## config.mk

```make
export PLATFORM = sky130hd
export DESIGN_NAME = multicycle_sequencer
export DESIGN_NICKNAME = d
export VERILOG_FILES = /design/src/rtl/cpu_pkg.sv /design/src/rtl/op_classifier.sv /design/src/rtl/multicycle_sequencer.sv
export SDC_FILE = /design/constraint.sdc
export NUM_CORES = 1
export LEC_CHECK = 0
export ABC_CLOCK_PERIOD_IN_PS = 3550
export BUFFER_PORTS_ARGS = -buffer_cell sky130_fd_sc_hd__buf_2
export CAP_MARGIN = 20
export CORE_AREA = 2 2 39 41
export CTS_BUF_LIST = sky130_fd_sc_hd__clkbuf_16
export DETAILED_ROUTE_END_ITERATION = 10
export DIE_AREA = 0 0 41 43
export HOLD_SLACK_MARGIN = 0.08
export PLACE_DENSITY = 0.64
export SLEW_MARGIN = 20
export SYNTH_ARGS = -nofsm -noshare
export SYNTH_HDL_FRONTEND = slang
export SYNTH_HIERARCHICAL = 1
export SYNTH_SLANG_ARGS = --single-unit
```

## constraint.sdc

```tcl
create_clock -name clk -period 3.55 [get_ports clk]
set_input_delay 0.8875 -clock clk [delete_from_list [all_inputs] [get_ports clk]]
set_output_delay 0.8875 -clock clk [all_outputs]
set_load 0.02 [all_outputs]
```

## src/rtl/cpu_pkg.sv

```systemverilog
// Shared definitions for the multicycle RISC core: stage encoding,
// opcode values and the opcode classes that select a stage path.
package cpu_pkg;

  typedef enum logic [2:0] {
    IF_STAGE  = 3'b000,
    ID_STAGE  = 3'b001,
    EX_STAGE  = 3'b010,
    MEM_STAGE = 3'b011,
    WB_STAGE  = 3'b100
  } stage_t;

  localparam logic [5:0] OP_AND    = 6'b000000;
  localparam logic [5:0] OP_ADD    = 6'b000001;
  localparam logic [5:0] OP_SUB    = 6'b000010;
  localparam logic [5:0] OP_ANDI   = 6'b000011;
  localparam logic [5:0] OP_ADDI   = 6'b000100;
  localparam logic [5:0] OP_LW     = 6'b000101;
  localparam logic [5:0] OP_LW_POI = 6'b000110;
  localparam logic [5:0] OP_SW     = 6'b000111;
  localparam logic [5:0] OP_BR0    = 6'b001000;
  localparam logic [5:0] OP_BR1    = 6'b001001;
  localparam logic [5:0] OP_BR2    = 6'b001010;
  localparam logic [5:0] OP_BR3    = 6'b001011;
  localparam logic [5:0] OP_JMP    = 6'b001100;
  localparam logic [5:0] OP_CALL   = 6'b001101;
  localparam logic [5:0] OP_RET    = 6'b001110;
  localparam logic [5:0] OP_PUSH   = 6'b001111;
  localparam logic [5:0] OP_POP    = 6'b010000;

  // Each class maps to one stage path after ID
  typedef enum logic [3:0] {
    ALU,
    LOAD,
    STORE,
    BRANCH,
    JUMP,
    STACK_W,
    STACK_R,
    RET,
    ILLEGAL
  } op_class_t;

endpackage

```

## src/rtl/op_classifier.sv

```systemverilog
// Combinational opcode decoder: maps the instruction-register opcode
// to the class that determines the sequencer's stage path.
module op_classifier
  import cpu_pkg::*;
#(
  parameter int OP_W = 6
) (
  input  logic [OP_W-1:0] op,
  output op_class_t       op_class
);

  // Anything not listed falls through to ILLEGAL
  always_comb begin
    op_class = ILLEGAL;
    case (op)
      OP_W'(OP_AND), OP_W'(OP_ADD), OP_W'(OP_SUB),
      OP_W'(OP_ANDI), OP_W'(OP_ADDI):              op_class = ALU;
      OP_W'(OP_LW), OP_W'(OP_LW_POI):              op_class = LOAD;
      OP_W'(OP_SW):                                op_class = STORE;
      OP_W'(OP_BR0), OP_W'(OP_BR1),
      OP_W'(OP_BR2), OP_W'(OP_BR3):                op_class = BRANCH;
      OP_W'(OP_JMP):                               op_class = JUMP;
      OP_W'(OP_CALL), OP_W'(OP_PUSH):              op_class = STACK_W;
      OP_W'(OP_RET):                               op_class = RET;
      OP_W'(OP_POP):                               op_class = STACK_R;
      default:                                     op_class = ILLEGAL;
    endcase
  end

endmodule

```

## src/rtl/multicycle_sequencer.sv

```systemverilog
// Stage sequencer for the multicycle RISC core (IF/ID/EX/MEM/WB).
// Optional build macro PERF_CNT_EN adds a retired-instruction counter
// output retired_count of width CNT_W.
module multicycle_sequencer
  import cpu_pkg::*;
#(
  parameter int OP_W = 6
`ifdef PERF_CNT_EN
  , parameter int CNT_W = 32
`endif
) (
  input  logic            clk,
  input  logic            rst_n,
  input  logic            run,
  input  logic [OP_W-1:0] OP,
  input  logic            mem_ready,
  output logic [2:0]      state,
  output logic [2:0]      next_state,
  output logic            ir_write,
  output logic            pc_write,
  output logic            instr_done,
  output logic            illegal_op
`ifdef PERF_CNT_EN
  , output logic [CNT_W-1:0] retired_count
`endif
);

  stage_t    state_q;
  stage_t    state_d;
  op_class_t op_class;

  op_classifier #(.OP_W(OP_W)) u_classifier (
    .op       (OP),
    .op_class (op_class)
  );

  assign state      = state_q;
  assign next_state = state_d;

  // Stage register
  always_ff @(posedge clk or negedge rst_n) begin
    if (!rst_n) begin
      state_q <= IF_STAGE;
    end else begin
      state_q <= state_d;
    end
  end

  // Next-stage selection and the write strobes derived from it
  always_comb begin
    state_d = IF_STAGE;
    case (state_q)
      IF_STAGE: state_d = run ? ID_STAGE : IF_STAGE;
      ID_STAGE: begin
        case (op_class)
          ALU, LOAD, STORE, BRANCH: state_d = EX_STAGE;
          STACK_W, STACK_R, RET:    state_d = MEM_STAGE;
          default:                  state_d = IF_STAGE;
        endcase
      end
      EX_STAGE: begin
        case (op_class)
          ALU:          state_d = WB_STAGE;
          LOAD, STORE:  state_d = MEM_STAGE;
          default:      state_d = IF_STAGE;
        endcase
      end
      MEM_STAGE: begin
        if (!mem_ready) begin
          state_d = MEM_STAGE;
        end else if (op_class == LOAD || op_class == STACK_R) begin
          state_d = WB_STAGE;
        end else begin
          state_d = IF_STAGE;
        end
      end
      WB_STAGE: state_d = IF_STAGE;
      default:  state_d = IF_STAGE;
    endcase
    ir_write = (state_q == IF_STAGE) && run;
    pc_write = (state_q != IF_STAGE) && (state_d == IF_STAGE);
  end

  // Retirement pulse and sticky illegal-opcode flag
  always_ff @(posedge clk or negedge rst_n) begin
    if (!rst_n) begin
      instr_done <= 1'b0;
      illegal_op <= 1'b0;
    end else begin
      instr_done <= pc_write;
      if (state_q == ID_STAGE && op_class == ILLEGAL) begin
        illegal_op <= 1'b1;
      end
    end
  end

`ifdef PERF_CNT_EN
  // Retired-instruction counter, wraps naturally at all-ones
  always_ff @(posedge clk or negedge rst_n) begin
    if (!rst_n) begin
      retired_count <= '0;
    end else if (pc_write) begin
      retired_count <= retired_count + CNT_W'(1);
    end
  end
`endif

endmodule

```

# After elaboration in Yosys (flattened, before gate mapping)
# Memory sizes are Yosys's and may differ from the RTL's.
# Cells that the tools add are included.
# totals
ff_bits	5
inputBits	10
elab_cells	32
n_memories	1
output_inout_bits	10
mem_bits_ro	128
# mem_list
memory	depth	word_bits	read_ports	rd_ports_with_merged_regs	wr	line	source
(no name shown)	32	4	1	0	0	op_classifier.sv:15	case (op)
# classes
muxes	7
n_reduce_logical	11
eq_ne	10
# ops
op	n
$eq A4 B3 Y1 const B	3
$pmux W3 S4	1
$eq A4 B2 Y1 const B	2
$eq A3 B2 Y1 const B	2
$logic_not A3 Y1	2
$mux W3	2
$pmux W3 S2	1
$eq A4 B1 Y1 const B	1
$eq A4 B4 Y1 const B	1
$logic_not A4 Y1	1
$mux W4	1
$pmux W2 S2	1
$reduce_or A4 Y1	1
$eq A3 B1 Y1 const B	1
$logic_and A1 B1 Y1	3
$reduce_bool A3 Y1	1
$reduce_or A3 Y1	1
$reduce_or A2 Y1	1
$logic_or A1 B1 Y1	1
$mux W1	1

# Longest topological paths before layout
# An unclocked memory read counts as a cell.
# depth
depth_word	9
ltp_mapped	9
depth_no_buf	9

# Modules after synthesis
# Netlist, hierarchy kept.
# by_module_without_submodules
module	area_each_um2	instances	seq_area_each_um2	cells_per_inst
multicycle_sequencer	299.0	1	125.1	29
op_classifier	120.1	1	0.0	17

# Worst setup path after synthesis
# No wires, ideal clock.
# synth_path
kind	input -> output
startpoint	in OP[0]
endpoint	out next_state[0]
t_arrival_ns	2.868
slack_ns	-0.206
required_ns	2.663
n_path_buf	0
cell_stages	7
cell_sequence	inv_1 -> ha_1 -> nor4b_2 -> nor2_1 -> a311oi_1 -> nor2_1 -> o311ai_0
# synth_between
elab_chain_cells	6
elab_cells_between_ends	15
classes_between	eq/ne: 6; mux: 4; reduce/logical: 4; memory: 1
# synth_rtl
item	line	source
start, declared	multicycle_sequencer.sv:15	input logic [OP_W-1:0] OP,
$mem_v2 Z32 W4 (*)	--	
$mux W4 (*)	op_classifier.sv:15	
named net op_class[3]	multicycle_sequencer.sv:30	op_class_t op_class;
$eq A4 B1 Y1 (tied with other cells)	multicycle_sequencer.sv:55, multicycle_sequencer.sv:62	
$reduce_or A4 Y1 (tied with other cells)	multicycle_sequencer.sv:55	case (op_class)
$pmux W2 S2 or $pmux W3 S2 (tied branches)	multicycle_sequencer.sv:55, multicycle_sequencer.sv:62	
$pmux W3 S4 (*)	multicycle_sequencer.sv:52	case (state_q)
end, declared	multicycle_sequencer.sv:18	output logic [2:0] next_state,
# Mark *: on every way through the listed nets, which the timed path passes. The rest lies on a longest branch.

# Final worst setup path
# layout_path
startpoint	in OP[0]
endpoint	out pc_write
# layout_between
elab_chain_cells	9
elab_cells_between_ends	20
classes_between	eq/ne: 6; mux: 6; reduce/logical: 7; memory: 1
# layout_rtl
item	line	source
$mem_v2 Z32 W4 (*)	--	
$mux W4 (*)	op_classifier.sv:15	
named net op_class[3]	multicycle_sequencer.sv:30	
branches (longest 4 deep; another with $eq A4 B1 Y1)	--	
$pmux W3 S4 (*)	multicycle_sequencer.sv:52	
$logic_not A3 Y1 (*)	multicycle_sequencer.sv:81	pc_write = (state_q != IF_STAGE) && (state_d == IF_STAGE);
$logic_and A1 B1 Y1 (*)	multicycle_sequencer.sv:81	
end, declared	multicycle_sequencer.sv:20	output logic pc_write,
# Mark *: on every way through the listed nets, which the timed path passes.

==> flow_metrics.py <==
metrics = {
    "outcome": {
        "status": "finished clean",
    },
    "floorplanning": {
        "die_h_um": 43,
        "core_mm2": 0.00138,
        "row_count": 14,
        "start_util": 0.303,
        "dieArea_mm2": 0.00176,
        "io_pins": 20,
        "die_x_um": 41,
    },
    "logic_synthesis": {
        "synth_area_per_cell_um2": 9.11,
        "ys_ff_latch": 5,
        "synth_area_um2": 419,
        "yosysUniqueCellTypes": 26,
        "ys_seq_area_frac": 0.299,
        "synth_cells": 46,
        "ys_warn_count": 6,
        "synthesis.nets": 59,
    },
    "setup_path": {
        "worst-r2r-setup-slack_ps": 1950,
        "start_kind": "input pin",
        "cp_data_arrival_time_ps": 2640,
        "worstPathMaxFanout": 4,
        "critPathRequiredTime_ps": 2660,
        "rr_endpoint": "instr_done$_DFF_PN0_",
        "crit_type": "input pin to primary output",
        "r2r_start": "state[0]$_DFF_PN0_",
        "reg2reg_depth": 5,
        "end_kind": "primary output",
    },
    "timing": {
        "drv_slew": 0,
        "clock-skew-final_ps": 3.29,
        "hold_viol_final": 0,
        "period_share": 0.995,
        "fmax_mhz": 283,
        "setup_viol": 0,
        "tightest_slew_ps": 419,
        "fin_crit_ps": 3530,
        "timing.final.ws_setup_ps": 17.5,
        "relSlewSlack": 0.719,
        "rsz0062_at_grt": "yes",
    },
    "place": {
        "hpwlAfterDp_um": 836,
        "gp_congestion": 0.738,
        "portBuffers": 19,
        "dp_slack_ps": -133,
        "placed_area_um2": 601,
    },
    "clocking": {
        "root_buffer": "clkbuf_16",
        "cts_tree": "built",
        "clk_pin_slew_ps": 30,
        "cts_made_buffers": 3,
        "clock_path_buffers": 2,
        "clock-sinks": 5,
        "clk_latency_ps": 230,
        "postCtsHoldBufs": 0,
        "cts_htree_levels": 1,
    },
    "detailed_routing": {
        "avgRoutedWirePerCell_um": 12.7,
        "avgViaCountPerCell": 5.16,
        "dr_total_vias": 495,
        "drtIter0Drc": 5,
        "drc": 0,
        "antenna_left": 0,
        "first_pass_iters": 3,
        "finalWirelength_um": 1220,
    },
    "pwr": {
        "switching_share": 0.281,
        "power.share.clock": 0.514,
        "power_density_mw_per_mm2": 432,
        "p_switching_mw": 0.101,
        "ir_drop_mv": 0.306,
        "internal_power_mw": 0.258,
        "power_frac_seq": 0.193,
        "p_total_mw": 0.358,
        "p_leak_nw": 0.412,
        "comb_power_share": 0.292,
    },
    "final_layout": {
        "final_nets": 94,
        "fillers": 122,
        "drive_gt1_frac": 0.663,
        "post-route-cell-area_um2": 831,
        "n_antenna_cell": 0,
        "syn_to_final_growth_pct": 98.2,
    },
    "grt": {
        "first_global_vias": 489,
        "grt_pass1_wl_um": 1960,
        "grt_usage": 0.166,
        "grt_max_degree": 9,
        "antenna_found_initial": 0,
        "grt.overflow.total": 0,
    },
    "job": {
        "drv_cap": 0,
    },
    "worst_hold_path": {
        "hold_path.class": "input pin to async pin",
    },
}
placed cells by master (no fill, tap or decap), types with 2 or more instances in the layout:
master and n:
and4bb_2 2, buf_2 15, buf_4 11, buf_6 3, clkbuf_16 3, dfrtp_1 5, ha_1 2, inv_1 4
nand2_1 3, nor2_1 5, nor3_4 2
power by group through the flow:
stage,Sequential (mW),Clock [mW],Combinational [mW]
floorplan,0.0753,0,0.0400
global placement,0.0691,0,0.0792
detailed placement,0.0696,0,0.0807
CTS,0.0689,0.187,0.0952
global route,0.0699,0.191,0.114
finish,0.0693,0.184,0.105
sequential cells by signal (all words and copies together), names as in the netlist:
| name | cells |
|---|---|
| state | 3 |
| illegal_op | 1 |
| instr_done | 1 |
worst max path at each step:
stage,depth (start not counted),start,slack [ps],endpoint
after floorplan,8,OP[0],7,pc_write
after global placement,12,OP[0],-40,pc_write
after detailed placement,12,OP[0],-130,pc_write
after CTS,12,OP[0],20,pc_write
after global routing,12,OP[0],-60,pc_write
final,12,OP[0],20,pc_write
Yosys cell counts:
master	n	area, µm²
and3b_2	1	10.0
or3b_1	1	8.76
o211ai_1	1	7.51
a21oi_1	2	10.0
and3_2	1	7.51
a211o_1	1	8.76
nor3_1	2	10.0
nor4b_1	1	8.76
and4bb_2	2	25.0
dfrtp_1	5	125
ha_1	3	37.5
xor2_1	1	8.76
a31oi_1	1	6.26
nand2_2	1	6.26
or2_2	1	6.26
nor3_2	1	10.0
nor4b_2	1	15.0
nand2_1	3	11.3
nand3b_1	1	7.51
inv_1	5	18.8
o311ai_0	1	8.76
a211oi_1	1	7.51
nand2b_1	1	6.26
o41ai_2	1	16.3
a311oi_1	1	8.76
nor2_1	6	22.5
worst max-delay path, stage by stage:
cell,delay [ps]
buf_8,100
inv_6,50
ha_4,120
nor4b_4,200
nor2_2,80
a311oi_2,250
buf_4,180
xor2_2,70
a31oi_2,230
nand2_2,110
nor3_4,220
buf_6,140
repair_timing:
action	CTS	global route
hold endpoints to repair	0	0
setup buffers	3	1
endpoints found under the setup margin	4	4
pin swaps	6	8
resized for setup	13	14
metal layers:
metal / part of all wire / wire length, µm / GRT usage
met4: 0.022 / 27 / 0.0800
met3: 0.031 / 38 / 0.0628
met1: 0.37 / 450 / 0.183
met5: 0 / 0 / 0
met2: 0.58 / 700 / 0.266
kinds of logic after synthesis:
| family | after synthesis | share of synthesized area |
|---|---|---|
| and+or+nand+nor | 23 | 0.370 |
| buffers and inverters | 5 | 0.0448 |
| xor gates and xnor gates | 1 | 0.0209 |
| AOI/OAI and AO/OA | 9 | 0.176 |
| adders and majority gates | 3 | 0.0896 |
| DFF | 5 | 0.299 |
per-stage QoR:
stage	setup TNS [ps]	instances	utilization	hold WS, ps
3_3_place_gp	-44.2	89	0.434	455
3_5_place_dp	-282	89	0.434	459
2_1_floorplan	0	46	-	592
6_report	0	96	0.600	462
5_1_grt	-64.4	96	0.600	471
4_1_cts	0	95	0.546	466
final cells by class:
type / instances / area, µm² / share of cell area
clock buffers: 3 / 75.1 / 0.0904
clock inverters: 1 / 3.75 / 0.00452
inverters: 5 / 26.3 / 0.0316
multi-input cells: 36 / 374 / 0.450
flip-flops and latches: 5 / 125 / 0.151
well taps: 16 / 20.0 / 0.0241
repair buffers: 30 / 206 / 0.248
Note: power is estimated with default switching activity, not from simulation.
